==> config.mk <==
export PLATFORM = sky130hd
export DESIGN_NAME = mem_req_ctrl
export DESIGN_NICKNAME = d
export VERILOG_FILES = /design/src/rtl/mem_req_ctrl.sv
export SDC_FILE = /design/constraint.sdc
export NUM_CORES = 1
export LEC_CHECK = 0
export ABC_AREA = 0
export CORE_AREA = 2 2 296 298
export CTS_CLUSTER_DIAMETER = 200
export CTS_CLUSTER_SIZE = 28
export DETAILED_ROUTE_END_ITERATION = 6
export DIE_AREA = 0 0 298 300
export PLACE_DENSITY = 0.4
export SLEW_MARGIN = 20
export SYNTH_ARGS = -nofsm -noshare
export SYNTH_HDL_FRONTEND = slang
export SYNTH_SLANG_ARGS = --single-unit
==> constraint.sdc <==
create_clock -name clk_i -period 2.1 [get_ports clk_i]
set_input_delay 0.42 -clock clk_i [delete_from_list [all_inputs] [get_ports clk_i]]
set_output_delay 0.42 -clock clk_i [all_outputs]
set_load 0.005 [all_outputs]
==> src/rtl/mem_req_ctrl.sv <==
// Memory request controller: arbitrates icache/dcache line requests onto a
// single memory port, tracks one outstanding fill, and flags lost or
// unexpected memory responses.

package params_pkg;
    localparam int ADDR_WIDTH = 32;

    typedef logic [2:0] access_size_t;

    localparam access_size_t ACC_BYTE  = 3'd0;
    localparam access_size_t ACC_HALF  = 3'd1;
    localparam access_size_t ACC_WORD  = 3'd2;
    localparam access_size_t ACC_DWORD = 3'd3;
    localparam access_size_t ACC_LINE  = 3'd4;
endpackage

module mem_req_ctrl #(
    parameter int                     ADDR_WIDTH       = params_pkg::ADDR_WIDTH,
    parameter int                     LINE_WIDTH       = 128,
    parameter int                     MEM_LATENCY      = 10,
    parameter int                     TIMEOUT          = 32,
    parameter params_pkg::access_size_t LINE_ACCESS_SIZE = params_pkg::ACC_LINE
) (
    input  logic                     clk_i,
    input  logic                     rst_i,
    input  logic                     ic_req_valid_i,
    input  logic [ADDR_WIDTH-1:0]    ic_req_addr_i,
    output logic                     ic_req_ready_o,
    output logic                     ic_resp_valid_o,
    output logic [LINE_WIDTH-1:0]    ic_resp_data_o,
    input  logic                     dc_req_valid_i,
    input  logic                     dc_req_is_wr_i,
    input  logic [ADDR_WIDTH-1:0]    dc_req_addr_i,
    input  logic [LINE_WIDTH-1:0]    dc_req_wr_data_i,
    output logic                     dc_req_ready_o,
    output logic                     dc_resp_valid_o,
    output logic [LINE_WIDTH-1:0]    dc_resp_data_o,
    output logic                     mem_rd_req_valid_o,
    output logic                     mem_wr_req_valid_o,
    output logic                     mem_req_is_instr_o,
    output logic [ADDR_WIDTH-1:0]    mem_address_o,
    output logic [LINE_WIDTH-1:0]    mem_wr_data_o,
    output params_pkg::access_size_t mem_access_size_o,
    input  logic                     mem_data_valid_i,
    input  logic                     mem_data_is_instr_i,
    input  logic [LINE_WIDTH-1:0]    mem_data_i,
    output logic                     timeout_err_o,
    output logic                     spurious_err_o
);

    typedef enum logic [1:0] {S_DRAIN, S_IDLE, S_ISSUE, S_WAIT_RD} state_e;

    // One counter serves both the post-reset drain and the fill timeout.
    localparam int CNT_MAX = (MEM_LATENCY > TIMEOUT) ? MEM_LATENCY : TIMEOUT;
    localparam int CW      = $clog2(CNT_MAX + 2);
    localparam logic [CW-1:0] DRAIN_LAST = CW'(MEM_LATENCY);
    localparam logic [CW-1:0] TMO_LAST   = CW'(TIMEOUT - 1);

    state_e                   state_q;
    logic [CW-1:0]            cnt_q;
    logic                     prio_dc_q;
    logic                     ic_resp_valid_q, dc_resp_valid_q;
    logic [LINE_WIDTH-1:0]    ic_resp_data_q, dc_resp_data_q;
    logic                     mem_rd_q, mem_wr_q, mem_instr_q;
    logic [ADDR_WIDTH-1:0]    mem_addr_q;
    logic [LINE_WIDTH-1:0]    mem_wdata_q;
    params_pkg::access_size_t mem_size_q;
    logic                     tmo_q, spur_q;

    logic gnt_dc, gnt_ic, accept, rsp_match;

    // Round-robin grant; a lone requester always wins regardless of pointer.
    assign gnt_dc    = dc_req_valid_i & (prio_dc_q | ~ic_req_valid_i);
    assign gnt_ic    = ic_req_valid_i & ~gnt_dc;
    assign ic_req_ready_o = (state_q == S_IDLE) & gnt_ic;
    assign dc_req_ready_o = (state_q == S_IDLE) & gnt_dc;
    assign accept    = ic_req_ready_o | dc_req_ready_o;
    assign rsp_match = (state_q == S_WAIT_RD) & mem_data_valid_i &
                       (mem_data_is_instr_i == mem_instr_q);

    // Controller FSM with all memory/response outputs registered.
    always_ff @(posedge clk_i or negedge rst_i) begin
        if (!rst_i) begin
            state_q         <= S_DRAIN;
            cnt_q           <= '0;
            prio_dc_q       <= 1'b1;
            ic_resp_valid_q <= 1'b0;
            dc_resp_valid_q <= 1'b0;
            ic_resp_data_q  <= '0;
            dc_resp_data_q  <= '0;
            mem_rd_q        <= 1'b0;
            mem_wr_q        <= 1'b0;
            mem_instr_q     <= 1'b0;
            mem_addr_q      <= '0;
            mem_wdata_q     <= '0;
            mem_size_q      <= '0;
            tmo_q           <= 1'b0;
            spur_q          <= 1'b0;
        end else begin
            ic_resp_valid_q <= 1'b0;
            dc_resp_valid_q <= 1'b0;
            mem_rd_q        <= 1'b0;
            mem_wr_q        <= 1'b0;
            // Any read data outside a matching WAIT_RD slot is unexpected,
            // except during drain where stale responses are absorbed.
            if (mem_data_valid_i && state_q != S_DRAIN && !rsp_match)
                spur_q <= 1'b1;
            case (state_q)
                S_DRAIN: begin
                    if (cnt_q == DRAIN_LAST) begin
                        state_q <= S_IDLE;
                        cnt_q   <= '0;
                    end else begin
                        cnt_q <= cnt_q + 1'b1;
                    end
                end
                S_IDLE: begin
                    if (accept) begin
                        state_q     <= S_ISSUE;
                        prio_dc_q   <= gnt_ic;
                        mem_instr_q <= gnt_ic;
                        mem_addr_q  <= gnt_ic ? ic_req_addr_i : dc_req_addr_i;
                        if (gnt_dc) mem_wdata_q <= dc_req_wr_data_i;
                        mem_wr_q    <= gnt_dc & dc_req_is_wr_i;
                        mem_rd_q    <= ~(gnt_dc & dc_req_is_wr_i);
                        mem_size_q  <= LINE_ACCESS_SIZE;
                    end
                end
                S_ISSUE: begin
                    cnt_q   <= '0;
                    state_q <= mem_wr_q ? S_IDLE : S_WAIT_RD;
                end
                S_WAIT_RD: begin
                    if (rsp_match) begin
                        state_q <= S_IDLE;
                        if (mem_instr_q) begin
                            ic_resp_valid_q <= 1'b1;
                            ic_resp_data_q  <= mem_data_i;
                        end else begin
                            dc_resp_valid_q <= 1'b1;
                            dc_resp_data_q  <= mem_data_i;
                        end
                    end else if (cnt_q == TMO_LAST) begin
                        tmo_q   <= 1'b1;
                        state_q <= S_IDLE;
                    end else begin
                        cnt_q <= cnt_q + 1'b1;
                    end
                end
                default: state_q <= S_DRAIN;
            endcase
        end
    end

    assign ic_resp_valid_o    = ic_resp_valid_q;
    assign ic_resp_data_o     = ic_resp_data_q;
    assign dc_resp_valid_o    = dc_resp_valid_q;
    assign dc_resp_data_o     = dc_resp_data_q;
    assign mem_rd_req_valid_o = mem_rd_q;
    assign mem_wr_req_valid_o = mem_wr_q;
    assign mem_req_is_instr_o = mem_instr_q;
    assign mem_address_o      = mem_addr_q;
    assign mem_wr_data_o      = mem_wdata_q;
    assign mem_access_size_o  = mem_size_q;
    assign timeout_err_o      = tmo_q;
    assign spurious_err_o     = spur_q;

endmodule

==> run_summary.xml, run 1 <==
<?xml version="1.0" encoding="UTF-8"?>
<metrics>
  <group name="logic_synthesis">
    <metric name="synth_simple_gate_area_share" unit="">0.102</metric>
    <metric name="synth-edff-count" unit="">0</metric>
    <metric name="synthCells" unit="">1318</metric>
    <metric name="post_synth_num_cell_types" unit="">41</metric>
    <metric name="post_synth_main_area_contributors" unit="">dfrtp_1 65%, mux2_1 17%, nand2_1 9.5%</metric>
    <metric name="compound_gate_fraction_of_synth_area" unit="">0.0244</metric>
    <metric name="ys_seq_elements" unit="">433</metric>
    <metric name="synth.top_cell.area_share" unit="">0.648</metric>
    <metric name="portion_of_the_post_synthesis_area_used_by_sequential_elements" unit="">0.649</metric>
    <metric name="synthMuxAreaShare" unit="">0.196</metric>
    <metric name="syn-mean-instance-area" unit="µm²">12.7</metric>
    <metric name="synthesis.area" unit="µm²">16700</metric>
    <metric name="synthArstFlopShare" unit="">1.00</metric>
    <metric name="synth-xor-area-share" unit="">0.000525</metric>
    <metric name="dominantRegCellSynth" unit="">dfrtp_1</metric>
    <metric name="netlist.top_cell.by_area" unit="">dfrtp_1</metric>
    <metric name="synth_top_family_by_area" unit="">multiplexers</metric>
    <metric name="synth.yosys.warnings" unit="">0</metric>
    <metric name="yosys.area_share.adder" unit="">0.00525</metric>
  </group>
  <group name="cells_and_area">
    <metric name="fillCellCount" unit="">8884</metric>
    <metric name="stdcell_count" unit="">3267</metric>
    <metric name="layout-area-overhead-vs-synth" unit="%">61.6</metric>
    <metric name="final_util" unit="">0.313</metric>
    <metric name="multiInputGateArea" unit="µm²">5540</metric>
    <metric name="layout_commonest_cell" unit="">clkdlybuf4s50_1</metric>
    <metric name="post_route_cells_drive_above_1_share" unit="">0.0588</metric>
    <metric name="layout_common_cells" unit="">746 x clkdlybuf4s50_1, 430 x dfrtp_1, 421 x nand2_1</metric>
    <metric name="final-seq-area" unit="µm²">10800</metric>
    <metric name="final_nets" unit="">2436</metric>
  </group>
  <group name="worst_setup_path">
    <metric name="crit_fanout" unit="">8</metric>
    <metric name="critical-path-max-stage-delay" unit="ns">0.38</metric>
    <metric name="arrival" unit="ns">2.49</metric>
    <metric name="crit_buf_inv" unit="">3</metric>
    <metric name="capturing_element_type_of_the_critical_path" unit="">flip-flop</metric>
    <metric name="timing.critical_path.required" unit="ns">2.57</metric>
    <metric name="crit_path_frequent_cell" unit="">buf_4</metric>
    <metric name="crit_path_top_delay_cell" unit="">dfrtp_1</metric>
    <metric name="critPathTopFamily" unit="">buffers and inverters</metric>
    <metric name="critPathLaunchType" unit="">flip-flop</metric>
    <metric name="timing.critical_path.cells" unit="">buf_4, ha_2, nand2_1, nor3_4, bufbuf_16, buf_4, mux2_1</metric>
    <metric name="worst-setup-path-type" unit="">reg -&gt; reg</metric>
  </group>
  <group name="clock_tree">
    <metric name="tritoncts_clock_tree" unit="">done</metric>
    <metric name="clock_tree.buffer_depth" unit="">3</metric>
    <metric name="deepest_level_of_the_cts_h_tree" unit="">1</metric>
    <metric name="tritoncts_buffer_count" unit="">19</metric>
    <metric name="worst_setup_hold_path_clk_slew" unit="ns">0.13</metric>
    <metric name="ctsRootBufferMaster" unit="">clkbuf_16</metric>
    <metric name="clk_latency" unit="ns">0.59</metric>
    <metric name="clock_sinks" unit="">433</metric>
  </group>
  <group name="die">
    <metric name="die-height" unit="µm">300</metric>
    <metric name="die_area" unit="µm²">89400</metric>
    <metric name="io_pins" unit="">755</metric>
    <metric name="floorplan.initialDensity" unit="">0.194</metric>
    <metric name="placeable_area" unit="µm²">86200</metric>
    <metric name="rows" unit="">108</metric>
    <metric name="die-width" unit="µm">298</metric>
  </group>
  <group name="detailed_routing">
    <metric name="count_of_antenna_violating_nets_left_after_detailed_routing" unit="">0</metric>
    <metric name="detailroute.via_count" unit="">12630</metric>
    <metric name="routed_wirelength" unit="µm">66000</metric>
    <metric name="drt-vias-per-instance" unit="">3.87</metric>
    <metric name="drt-pass1-iter-count" unit="">4</metric>
    <metric name="detailedRoute.firstIterationViolations" unit="">395</metric>
    <metric name="post_drt_wl_per_cell" unit="µm">20.2</metric>
    <metric name="remaining_drc_errors" unit="">0</metric>
  </group>
  <group name="global_route">
    <metric name="grt_pass1_wl" unit="µm">96200</metric>
    <metric name="grt_overall_usage" unit="">0.143</metric>
    <metric name="grt_util_met3" unit="">0.0553</metric>
    <metric name="grt.overflow.total" unit="">0</metric>
    <metric name="initial_antenna_violation_count" unit="">9</metric>
    <metric name="use_met1" unit="">0.158</metric>
    <metric name="largest_net_degree_at_the_start_of_global_routing" unit="">83</metric>
    <metric name="number_of_global_route_vias_before_repair" unit="">13593</metric>
    <metric name="grt_busiest_layer" unit="">met2</metric>
    <metric name="use_met2" unit="">0.255</metric>
  </group>
  <group name="run_status">
    <metric name="outcome" unit="">completed</metric>
  </group>
  <group name="power_and_ir_drop">
    <metric name="static-leakage-power" unit="nW">11.7</metric>
    <metric name="share_seq_of_total_power" unit="">0.411</metric>
    <metric name="combinationalPowerShare" unit="">0.459</metric>
    <metric name="power_density" unit="nW/µm²">1320</metric>
    <metric name="portion_of_total_power_attributed_to_the_clock_network" unit="">0.130</metric>
    <metric name="vdd_ir_drop_max" unit="V">0.000742</metric>
    <metric name="net-switching-power" unit="W">0.0113</metric>
    <metric name="sw_frac_of_total" unit="">0.319</metric>
    <metric name="power.internal" unit="W">0.0242</metric>
  </group>
  <group name="sta">
    <metric name="timing.final.ws_setup" unit="ns">0.0797</metric>
    <metric name="min_period_over_period" unit="">0.962</metric>
    <metric name="setup_viol_count_final" unit="">0</metric>
    <metric name="largest_clock_skew_in_the_final_design" unit="ns">0.0338</metric>
    <metric name="number_of_pins_with_negative_max_slew_slack_in_the_final_report" unit="">0</metric>
    <metric name="highest_achievable_clock_rate" unit="MHz">495</metric>
    <metric name="final.hold.worst_slack" unit="ns">0.341</metric>
    <metric name="finalSetupTns" unit="ns">0</metric>
    <metric name="grt_setup_unrepaired" unit="">yes</metric>
    <metric name="final.min_clock_period" unit="ns">2.02</metric>
    <metric name="timing_hold_violations_final" unit="">0</metric>
  </group>
  <group name="placed_design">
    <metric name="place_inst" unit="">3230</metric>
    <metric name="dp_hpwl" unit="µm">51500</metric>
    <metric name="port_buffers" unit="">752</metric>
    <metric name="gpl.final_weighted_congestion" unit="">0.820</metric>
    <metric name="dp_slack" unit="ns">-0.311</metric>
  </group>
  <group name="run">
    <metric name="cap_violations" unit="">0</metric>
  </group>
  <group name="hold_path">
    <metric name="min_path_type" unit="">in -&gt; async</metric>
  </group>
</metrics>
==> what timing repair did <==
| item | 4_1_cts | 5_1_grt |
|---|---|---|
| buffers inserted | 3 | 1 |
| endpoints found under the setup margin | 25 | 119 |
| cloned | 1 | 0 |
| hold buffers | 1 | 0 |
| hold endpoints to repair | 23 | 0 |
| gates resized for setup | 21 | 1 |
| pin swaps | 1 | 1 |
==> cells in the mapped netlist, drive strengths merged, types with 2 or more instances <==
master,n
clkbuf,31
a31oi,2
o21bai,4
inv,8
nand2,422
nor2b,5
o21ai,38
nand2b,2
a211oi,2
and2,2
nand3,3
ha,7
nor2,3
a21oi,5
a221o,2
mux2,257
mux2i,37
dfrtp,432
buf,41
==> stage by stage <==
step           instance area [µm²]  power, W
2_1_floorplan                16700    0.0192
3_3_place_gp                 26300    0.0313
3_5_place_dp                 26300    0.0315
4_1_cts                      27000    0.0364
5_1_grt                      27000    0.0380
6_report                     27000    0.0355
==> power by group through the flow <==
| stage | Clock [W] | Combinational (W) | Sequential [W] |
|---|---|---|---|
| 3_5_place_dp | 0 | 0.0167 | 0.0148 |
| 5_1_grt | 0.00520 | 0.0177 | 0.0152 |
| 3_3_place_gp | 0 | 0.0166 | 0.0147 |
| 2_1_floorplan | 0 | 0.00439 | 0.0149 |
| 4_1_cts | 0.00495 | 0.0168 | 0.0147 |
| 6_report | 0.00462 | 0.0163 | 0.0146 |
==> metal layers <==
metal	vias up	share of wire
met1	6224	0.38
met4	10	0.028
met5	-	0.00091
met3	56	0.088
li1	5899	-
met2	441	0.50
==> cell families after synthesis <==
| kind of cell | count (synthesis) |
|---|---|
| AOI/OAI and AO/OA | 61 |
| xor gates and xnor gates | 1 |
| adders and majority gates | 7 |
| buffers and inverters | 80 |
| DFF | 433 |
| muxes | 294 |
| other | 1 |
| and+or+nand+nor | 441 |
==> registers in the layout, indices dropped and copies added, names as in the netlist, 2 cells and up <==
| name | flops |
|---|---|
| ic_resp_data_o | 128 |
| mem_address_o | 32 |
| mem_wr_data_o | 128 |
| dc_resp_data_o | 128 |
| cnt_q | 6 |
| state_q | 2 |
==> cell type report <==
| type | count | share of cell area |
|---|---|---|
| Antenna cell | 4 | 0.000371 |
| Tap cell | 1155 | 0.0536 |
| Sequential cell | 433 | 0.402 |
| Clock buffer | 25 | 0.0185 |
| Inverter | 8 | 0.00121 |
| Timing Repair Buffer | 834 | 0.318 |
| Multi-Input combinational cell | 806 | 0.205 |
| Clock inverter | 2 | 0.000928 |
==> worst register-to-register path, cell delays in order, from the launching register on <==
cell and delay, ns:
dfrtp_1 0.38, buf_4 0.12, ha_2 0.23, nand2_1 0.11, nor3_4 0.23, bufbuf_16 0.34
buf_4 0.16, mux2_1 0.32
==> final timing paths <==
| check | cells after the start | slack [ns] | to | from |
|---|---|---|---|---|
| min in group clk_i | 3 | 0.38 | ic_resp_data_o[65] | mem_data_i[65] |
| hold / removal | 2 | 0.34 | dc_resp_data_o[79] | rst_i |
| max in group asynchronous | 3 | 0.92 | mem_wr_data_o[24] | rst_i |
| setup reg to reg | 7 | 0.08 | dc_resp_data_o[101] | state_q[1] |
| setup / recovery | 7 | 0.08 | dc_resp_data_o[101] | state_q[1] |
| hold reg to reg | 1 | 0.48 | timeout_err_o | timeout_err_o |
No activity file was read; power rests on OpenSTA's default activity.
==> run 2: changes to the inputs <==
Settings changed: CORE_AREA 2 2 296 298 to 2 2 290 292, CTS_BUF_LIST set to sky130_fd_sc_hd__clkbuf_8, DIE_AREA 0 0 298 300 to 0 0 292 294, PLACE_DENSITY 0.4 to 0.42.
==> run 2 against run 1 <==
  * Clock power shrank 22%
  * Largest cell class unchanged
  * Worst hold slack lost 0.069 ns
  * Worst setup slack lost 0.061 ns
  * Sequential power is essentially flat
  * First-iteration DRC count grew 12%
  * Cell area grew 0.74%
  * Wire length shrank 0.96%
  * Non-clock buffer count grew 27
==> run_summary.xml, run 2 (synthesized netlist as in run 1, its figures left out) <==
<?xml version="1.0" encoding="UTF-8"?>
<metrics>
  <group name="detailed_routing">
    <metric name="count_of_antenna_violating_nets_left_after_detailed_routing" unit="">0</metric>
    <metric name="drt-pass1-iter-count" unit="">4</metric>
    <metric name="routed_wirelength" unit="µm">65300</metric>
    <metric name="remaining_drc_errors" unit="">0</metric>
    <metric name="post_drt_wl_per_cell" unit="µm">20.3</metric>
    <metric name="drt-vias-per-instance" unit="">3.94</metric>
    <metric name="detailedRoute.firstIterationViolations" unit="">443</metric>
    <metric name="detailroute.via_count" unit="">12680</metric>
  </group>
  <group name="clock_tree">
    <metric name="ctsRootBufferMaster" unit="">clkbuf_8</metric>
    <metric name="tritoncts_buffer_count" unit="">19</metric>
    <metric name="clk_latency" unit="ns">0.68</metric>
    <metric name="worst_setup_hold_path_clk_slew" unit="ns">0.18</metric>
    <metric name="clock_sinks" unit="">433</metric>
    <metric name="clock_tree.buffer_depth" unit="">3</metric>
    <metric name="deepest_level_of_the_cts_h_tree" unit="">1</metric>
    <metric name="tritoncts_clock_tree" unit="">done</metric>
  </group>
  <group name="cells_and_area">
    <metric name="layout_common_cells" unit="">541 x clkdlybuf4s50_1, 430 x dfrtp_1, 420 x nand2_1</metric>
    <metric name="final-seq-area" unit="µm²">10800</metric>
    <metric name="post_route_cells_drive_above_1_share" unit="">0.0852</metric>
    <metric name="layout_commonest_cell" unit="">clkdlybuf4s50_1</metric>
    <metric name="multiInputGateArea" unit="µm²">5670</metric>
    <metric name="fillCellCount" unit="">8400</metric>
    <metric name="layout-area-overhead-vs-synth" unit="%">62.8</metric>
    <metric name="final_nets" unit="">2463</metric>
  </group>
  <group name="placed_design">
    <metric name="port_buffers" unit="">752</metric>
    <metric name="gpl.final_weighted_congestion" unit="">0.791</metric>
    <metric name="dp_slack" unit="ns">-0.233</metric>
    <metric name="dp_hpwl" unit="µm">49800</metric>
  </group>
  <group name="worst_setup_path">
    <metric name="worst-setup-path-type" unit="">reg -&gt; out</metric>
    <metric name="crit_buf_inv" unit="">1</metric>
    <metric name="capturing_element_type_of_the_critical_path" unit="">output port</metric>
    <metric name="critical-path-max-stage-delay" unit="ns">0.61</metric>
    <metric name="critPathTopFamily" unit="">flip-flops</metric>
    <metric name="critPathLaunchType" unit="">flip-flop</metric>
    <metric name="crit_fanout" unit="">4</metric>
    <metric name="crit_path_top_delay_cell" unit="">dfstp_2</metric>
    <metric name="timing.critical_path.required" unit="ns">1.68</metric>
    <metric name="arrival" unit="ns">1.66</metric>
    <metric name="timing.critical_path.cells" unit="">a21boi_4, and2_4, buf_6</metric>
    <metric name="critical_path_start" unit="">prio_dc_q</metric>
    <metric name="worst_r2r_startpoint" unit="">state_q[1]</metric>
  </group>
  <group name="sta">
    <metric name="worst_pin_slew" unit="ns">0.609</metric>
    <metric name="timing.final.ws_setup" unit="ns">0.0188</metric>
    <metric name="final.hold.worst_slack" unit="ns">0.272</metric>
    <metric name="number_of_pins_with_negative_max_slew_slack_in_the_final_report" unit="">0</metric>
    <metric name="highest_achievable_clock_rate" unit="MHz">480</metric>
    <metric name="final.min_clock_period" unit="ns">2.08</metric>
    <metric name="setup_viol_count_final" unit="">0</metric>
    <metric name="timing_hold_violations_final" unit="">0</metric>
    <metric name="slew-limit-headroom" unit="">0.594</metric>
    <metric name="min_period_over_period" unit="">0.991</metric>
    <metric name="grt_setup_unrepaired" unit="">yes</metric>
    <metric name="largest_clock_skew_in_the_final_design" unit="ns">0.0423</metric>
  </group>
  <group name="global_route">
    <metric name="initial_antenna_violation_count" unit="">13</metric>
    <metric name="grt_overall_usage" unit="">0.144</metric>
    <metric name="grt.overflow.total" unit="">0</metric>
    <metric name="largest_net_degree_at_the_start_of_global_routing" unit="">66</metric>
    <metric name="number_of_global_route_vias_before_repair" unit="">13552</metric>
    <metric name="grt_pass1_wl" unit="µm">92800</metric>
  </group>
  <group name="run">
    <metric name="cap_violations" unit="">0</metric>
  </group>
  <group name="run_status">
    <metric name="outcome" unit="">completed</metric>
  </group>
  <group name="power_and_ir_drop">
    <metric name="power_density" unit="nW/µm²">1240</metric>
    <metric name="total_power" unit="W">0.0338</metric>
    <metric name="static-leakage-power" unit="nW">13.3</metric>
    <metric name="vdd_ir_drop_max" unit="V">0.000501</metric>
  </group>
  <group name="die">
    <metric name="die-width" unit="µm">292</metric>
    <metric name="io_pins" unit="">755</metric>
    <metric name="die_area" unit="µm²">85800</metric>
    <metric name="placeable_area" unit="µm²">82900</metric>
    <metric name="die-height" unit="µm">294</metric>
    <metric name="rows" unit="">106</metric>
    <metric name="floorplan.initialDensity" unit="">0.201</metric>
  </group>
  <group name="hold_path">
    <metric name="holdCritStartpoint" unit="">mem_data_i[15]</metric>
    <metric name="min_path_type" unit="">in -&gt; reg</metric>
  </group>
</metrics>
## run 2: tightest hold or removal path, delay by kind of cell
kind	cells	cell delay, ns
buffers and inverters	1	0.42
and+or+nand+nor	2	0.10
## run 2: report_power, final
part	internal [W]	switching (W)
combinational	0.00951	0.00622
sequential	0.0124	0.00211
clock	0.000871	0.00275
## run 2: layout make-up
type | instances | area share
antenna | 4 | 0.000368
clock buffer | 19 | 0.00962
clock inverter | 9 | 0.00184
inverter | 8 | 0.00120
multi-input combinational | 806 | 0.209
sequential | 433 | 0.399
tap | 1080 | 0.0497
timing repair buffer | 861 | 0.330
## run 2: stage by stage
stage	setup TNS (ns)	utilization	std cells	cell area (µm²)
2_1_floorplan	0	-	1319	16700
3_3_place_gp	-26.74	0.316	3158	26200
3_5_place_dp	-26.28	0.316	3158	26200
4_1_cts	-0.181	0.319	3192	26400
5_1_grt	-0.919	0.328	3218	27200
6_report	0	0.328	3220	27200
## run 2: repair_timing
action | 4_1_cts | 5_1_grt
resized for setup | 133 | 145
hold buffers | 1 | 0
pin swaps | 2 | 3
setup endpoints to repair | 117 | 217
buffers inserted | 5 | 17
gates cloned | 0 | 7
hold endpoints to repair | 26 | 0
## run 2: per-layer routing
layer | vias up | global-route usage | share of wire
li1 | 5954 | - | -
met3 | 58 | 0.0592 | 0.097
met2 | 445 | 0.264 | 0.51
met1 | 6211 | 0.155 | 0.37
met5 | - | 0 | 0.0011
met4 | 12 | 0.0272 | 0.016
## run 2: final timing paths
check | to | slack, ns | depth (start not counted)
setup / recovery | ic_req_ready_o | 0.02 | 3
hold / removal | ic_resp_data_o[15] | 0.27 | 3
setup reg to reg | dc_resp_data_o[124] | 0.06 | 9
hold reg to reg | spurious_err_o | 0.49 | 1
max in group asynchronous | ic_resp_data_o[90] | 1.00 | 4
min in group asynchronous | ic_resp_data_o[125] | 0.32 | 2
